===== config.mk =====
export PLATFORM = sky130hd
export DESIGN_NAME = i2c_reg_ctrl
export DESIGN_NICKNAME = d
export VERILOG_FILES = /design/src/rtl/i2c_reg_ctrl.sv
export SDC_FILE = /design/constraint.sdc
export NUM_CORES = 1
export LEC_CHECK = 0
export CAP_MARGIN = 10
export CORE_MARGIN = 3
export CORE_UTILIZATION = 40
export CTS_CLUSTER_SIZE = 28
export DETAILED_ROUTE_END_ITERATION = 12
export GPL_TIMING_DRIVEN = 0
export SLEW_MARGIN = 15
export SYNTH_ARGS = -nofsm -noshare
export SYNTH_HDL_FRONTEND = slang
export SYNTH_SLANG_ARGS = --single-unit

===== constraint.sdc =====
create_clock -name clk -period 9.7 [get_ports clk]
set_clock_uncertainty 0.1 [all_clocks]
set_input_delay 2.91 -clock clk [delete_from_list [all_inputs] [get_ports clk]]
set_output_delay 2.91 -clock clk [all_outputs]
set_load 0.05 [all_outputs]

===== src/rtl/i2c_reg_ctrl.sv =====
// Pointer-addressed register bank shared by an I2C byte stream and a local fabric port; 1-cycle I2C latency, 2-cycle fabric access.
// I2C never stalls: fabric waits whenever an I2C strobe is present or its previous ack is still high.
module i2c_reg_ctrl #(
  parameter int NUM_REGS = 16,
  parameter int IDX_W    = $clog2(NUM_REGS)
) (
  input  logic             clk,
  input  logic             rst_n,
  input  logic [7:0]       i2c_rx_byte_data_i,
  input  logic             i2c_rx_byte_valid_i,
  input  logic             i2c_tx_byte_req_i,
  output logic [7:0]       i2c_tx_byte_data_o,
  output logic             i2c_tx_byte_valid_o,
  input  logic             i2c_transaction_start_i,
  input  logic             i2c_transaction_stop_i,
  input  logic             fab_req_i,
  input  logic             fab_we_i,
  input  logic [IDX_W-1:0] fab_addr_i,
  input  logic [7:0]       fab_wdata_i,
  output logic [7:0]       fab_rdata_o,
  output logic             fab_ack_o,
  output logic             reg_wr_o,
  output logic [IDX_W-1:0] reg_wr_idx_o
);

  localparam logic [1:0] ST_IDLE = 2'd0;
  localparam logic [1:0] ST_PTR  = 2'd1;
  localparam logic [1:0] ST_DATA = 2'd2;

  logic [1:0]       state;
  logic [1:0]       state_nxt;
  logic [IDX_W-1:0] ptr;
  logic [7:0]       regs [NUM_REGS];

  logic             i2c_wr;
  logic             ptr_ld;
  logic             ptr_inc;
  logic             i2c_strobe;
  logic             fab_grant;
  logic             bank_we;
  logic [IDX_W-1:0] bank_idx;
  logic [7:0]       bank_dat;

  always_comb begin
    i2c_wr     = i2c_rx_byte_valid_i && (state == ST_DATA);
    ptr_ld     = i2c_rx_byte_valid_i && (state == ST_PTR);
    // A simultaneous rx and tx advances the pointer once; a pointer load takes precedence.
    ptr_inc    = !ptr_ld && (i2c_wr || (i2c_tx_byte_req_i && (state != ST_IDLE)));
    i2c_strobe = i2c_wr || ptr_ld || i2c_tx_byte_req_i;
    fab_grant  = fab_req_i && !i2c_strobe && !fab_ack_o;

    bank_we  = i2c_wr || (fab_grant && fab_we_i);
    bank_idx = i2c_wr ? ptr : fab_addr_i;
    bank_dat = i2c_wr ? i2c_rx_byte_data_i : fab_wdata_i;

    state_nxt = state;
    if (ptr_ld || (i2c_tx_byte_req_i && (state == ST_PTR)))
      state_nxt = ST_DATA;
    if (i2c_transaction_start_i)
      state_nxt = ST_PTR;
    else if (i2c_transaction_stop_i)
      state_nxt = ST_IDLE;
  end

  always_ff @(posedge clk) begin
    if (!rst_n) begin
      state               <= ST_IDLE;
      ptr                 <= '0;
      i2c_tx_byte_data_o  <= '0;
      i2c_tx_byte_valid_o <= 1'b0;
      fab_rdata_o         <= '0;
      fab_ack_o           <= 1'b0;
      reg_wr_o            <= 1'b0;
      reg_wr_idx_o        <= '0;
      for (int i = 0; i < NUM_REGS; i++)
        regs[i] <= '0;
    end else begin
      state <= state_nxt;

      if (ptr_ld)
        ptr <= i2c_rx_byte_data_i[IDX_W-1:0];
      else if (ptr_inc)
        ptr <= ptr + IDX_W'(1);

      if (bank_we)
        regs[bank_idx] <= bank_dat;

      i2c_tx_byte_valid_o <= i2c_tx_byte_req_i;
      if (i2c_tx_byte_req_i)
        i2c_tx_byte_data_o <= regs[ptr];

      reg_wr_o <= i2c_wr;
      if (i2c_wr)
        reg_wr_idx_o <= ptr;

      fab_ack_o <= fab_grant;
      if (fab_grant && !fab_we_i)
        fab_rdata_o <= regs[fab_addr_i];
    end
  end

endmodule


# Word level (Yosys, flattened, before mapping)
# Memories as Yosys holds them, arrays and structs flattened. A register that Yosys moved wholly into a read port is not among the register bits.
# Index checks and enable logic that the tools add are counted.
dict set report classes {
  n_addsub 1
  eq_ne 2
  n_mux 14
  bitwise_logic 1
  reduce_logical 25
}
# operator count
set ops {}
lappend ops {{$mux W4} 4}
lappend ops {{$mux W8} 2}
lappend ops {{$logic_and A1 B1 Y1} 9}
lappend ops {{$mux W1} 8}
lappend ops {{$reduce_or A8 Y1} 1}
lappend ops {{$logic_not A1 Y1} 6}
lappend ops {{$logic_or A1 B1 Y1} 5}
lappend ops {{$add A4 B1 Y4 const B} 1}
lappend ops {{$reduce_bool A2 Y1} 2}
lappend ops {{$reduce_bool A3 Y1} 1}
lappend ops {{$reduce_or A3 Y1} 1}
lappend ops {{$eq A2 B1 Y1 const B} 1}
lappend ops {{$eq A2 B2 Y1 const B} 1}
lappend ops {{$not A1 Y1} 1}
dict set report word_totals {
  regBits 13
  ram_bits 128
  word_cells 51
  n_memories 1
}
# memory depth width read_ports rd_clocked_by_memory_dff wr line
set mem_list {}
lappend mem_list {regs 16 8 2 2 16 33} ;# logic [7:0] regs [NUM_REGS];

# Longest topological paths before layout
dict set report depth {
  word_depth 14
  ltp_mapped 8
}

# Worst setup path after synthesis
# Ideal clock, no wire load.
dict set report synth_timing {
  kind {in2reg}
  from {input i2c_tx_byte_req_i}
  to {memory regs[0][0] (enable)}
  arrival_time_ns 4.584
  t_required_ns 9.213
  slack_ns 4.630
  stages 4
  n_path_buf 0
  cell_sequence {or3b_4 -> a211oi_4 -> o211ai_2 -> o31ai_1}
}
# item line
set synth_rtl {}
lappend synth_rtl {{start: declaration} 11} ;# input logic i2c_tx_byte_req_i,
lappend synth_rtl {{end: declaration} 33}

==> results.md <==
* Max Clock Freq at 0.177 GHz
* Post-Synth Simple-Gate Area at 12.3%
* Initial Util at 41.0%
* CP bufs+invs at 3
* Launching point of the worst reg2reg path: ptr[1]
* Syn Area/Cell at 12.5 µm²
* Tightest Pin Transition at 0.959 ns
* Netlist cell types at 44
* DRC violations left at 0
* Largest family of logic cells by synthesized area: multiplexers
* Design Area, Final at 9830 µm²
* Combinational Power Share at 12.6%
* Pins Over Slew Limit at 0
* Setup violators final at 0
* Global placement routability congestion at 0.958
* CTS Hold Buffers Added at 0
* Mapped Cells at 667
* Critical path data required time at 9.65 ns
* Total GRT Usage at 25.4%
* Vias post-DR at 6415
* Reg power frac at 47.6%
* Layout cells sized above 1 at 22.5%
* EDFF count, synth at 128
* Die area at 22700 µm²
* Maxcap violations at 0
* Dpl hpwl at 20900 µm
* Final hold violations at 0
* Number of port buffers at 47
* CTS tree: done
* Crit path setup slack, layout at 4.05 ns
* CP Capture Point: regs[3][1]
* FF-to-FF End: regs[3][1]
* Dpl cell area at 9280 µm²
* Post-Syn Area at 8370 µm²
* Clock network fraction of design power at 39.7%
* Critical path endpoint category: flop
* CP Max Fanout at 10
* Outcome: completed
* Area growth syn-to-layout at 17.4%
* Worst-Skew Late Latency at 0.43 ns
* Clock transition at path regs at 0.06 ns
* Pin count of the biggest net entering global routing at 17
* H-tree depth at 4
* Routed length per instance at 27.1 µm
* Final Routed Wirelength at 27900 µm
* Die height at 151 µm
* Yosys warns at 0
* Internal power at 1.18 mW
* Critical path class: in2reg
* Vias in the first global route at 6411
* FP Rows at 52
* Peak supply drop at 0.000115 V
* Area leader, netlist: edfxtp_1
* Drt first pass iters at 6
* CP cell instances: clkdlybuf4s50_1, nand3b_1, buf_4, mux2_2, buf_4, o2111ai_2, o21ai_1
* Top cells by area, synth: edfxtp_1, mux4_2, dfxtp_1
* Crit path top cell by count: buf_4
* Clock Tree Buf Depth at 2
* Post-Place Worst Slack at 3.62 ns
* Crit path max-delay family: compound AO/OA/AOI/OAI gates
* XOR/XNOR Fraction of Synth Area at 0.209%
* Mux contribution to synthesized area at 21.3%
* Non-filler instance count after layout at 1027
* Antenna violations before repair at 0
* Worst setup SP type: primary input
* Min-Delay Path Class: reg2reg
* CTS buffer count at 17
* GRT overflow at 0
* Placed insts at 995
* FFs w/ async S/R, synth at 0%
* Post-Syn Nets at 696
* Leakage at 3.45 nW
* Compound-cell area share of the yosys netlist at 9.63%
* Top-area cell type share of the netlist area at 45.9%
* FF+latch count, synth at 157
* Pwr Total at 1.60 mW
* Switching share of power at 25.9%
* Root buf cell: clkbuf_16
* Vias per cell at 6.25
* Setup TNS at 0 ns
* R2R Setup Slk at 6.36 ns
* # IOs at 51
* RSZ-0062 raised after global routing: false
* WP depth at 7
* Critical path arrival at 5.60 ns
* Sequential element share of the synthesized area at 52.9%
* Fin nets at 773
* Antenna viol nets, final at 0
* Post-synthesis adder-cell area fraction at 0.149%
* Core Box Area at 20400 µm²
* Power per cell area at 163 nW/µm²
* ANT cells at 0
* Top_reg_cell synth: edfxtp_1
* Post-CTS Resized at 0
* CP max-delay cell: o21ai_1
* Rel. slew slack at 35.6%
* Setup repair bufs after CTS at 0
* Psw at 414 µW
* 1st-iter DRT viols at 762
* Clock sink count at 157
* Global-route wire length before repair at 41200 µm
* Die W at 151 µm
* Crit path time final at 5.65 ns
* R2R depth at 5
* CP startpoint: i2c_rx_byte_valid_i
* Period utilization at 58.2%
* Worst path max stage delay at 0.89 ns
-- cell families after synthesis --
kind of cell / count (synthesis)
mux: 113
flops: 157
xor+xnor: 2
simple gates: 214
fa+ha+maj: 1
buf+inv: 66
compound gates: 114
-- metrics by stage --
| step | hold WS [ns] | utilization, % |
|---|---|---|
| after floorplan | 0.517 | - |
| after global placement | 0.336 | 44.9 |
| after detailed placement | 0.348 | 45.4 |
| after CTS | 0.364 | 48.1 |
| after global routing | 0.376 | 48.1 |
| final | 0.358 | 48.1 |
-- cells in the final DEF, fill, tap and decap left out, types with 10 or more instances in the layout --
master           count
edfxtp_1           128
nand2_1             12
and3_1              32
buf_4               18
a21o_1              10
mux4_2              48
dfxtp_1             29
nor2_1             102
buf_1               11
a31oi_1             33
buf_2               20
clkdlybuf4s50_1     47
clkbuf_16           17
o22ai_1             25
mux2i_1             22
o21ai_1             12
nor3_1              41
clkbuf_1            29
mux2_2              43
-- worst min path at each step --
stage	startpoint	end	slack, ns	cells after the start
6_report	fab_rdata_o[0]	fab_rdata_o[0]	0.36	1
5_1_grt	fab_rdata_o[0]	fab_rdata_o[0]	0.38	1
4_1_cts	fab_rdata_o[0]	fab_rdata_o[0]	0.36	1
3_5_place_dp	fab_rdata_o[0]	fab_rdata_o[0]	0.35	1
3_3_place_gp	fab_rdata_o[6]	fab_rdata_o[6]	0.34	1
2_1_floorplan	ptr[3]	reg_wr_idx_o[3]	0.52	3
-- state kept, by name (all words and copies together) (netlist names) --
name,count
reg_wr_idx_o,4
reg_wr_o,1
fab_ack_o,1
i2c_tx_byte_data_o,8
i2c_tx_byte_valid_o,1
state,2
regs,128
fab_rdata_o,8
ptr,4
-- routing by layer --
layer / track usage (%) / up-vias / part of all wire [%]
met5: 0 / - / 0
met4: 8.66 / 0 / 3.1
met3: 6.11 / 56 / 10
met2: 39.7 / 427 / 46
met1: 34.9 / 3178 / 40
li1: - / 2754 / -
-- Yosys cell counts (14+ instances only) --
master    number
edfxtp_1     128
nor2_1       102
mux4_2        48
mux2_2        43
nor3_1        41
a31oi_1       33
and3_1        32
dfxtp_1       29
clkbuf_1      26
o22ai_1       25
mux2i_1       22
buf_2         20
o21ai_0       14
-- area by class of cell --
type                    count  area [µm²]
flip-flops and latches    157        4420
multi-input cells         444        3670
repair buffers             58         553
inverters                   2        7.51
well taps                 270         338
clock buffers              20         437
plain buffers              64         292
clock inverters            12         113
fillers                  1863       10600
-- power groups by stage --
stage	clock, mW	sequential, mW	combinational (mW)
after floorplan	0	0.783	0.110
after global placement	0	0.774	0.193
after detailed placement	0	0.776	0.200
after CTS	0.638	0.761	0.201
after global routing	0.669	0.764	0.212
final	0.635	0.762	0.202
Note: power is estimated with default switching activity, not from simulation.
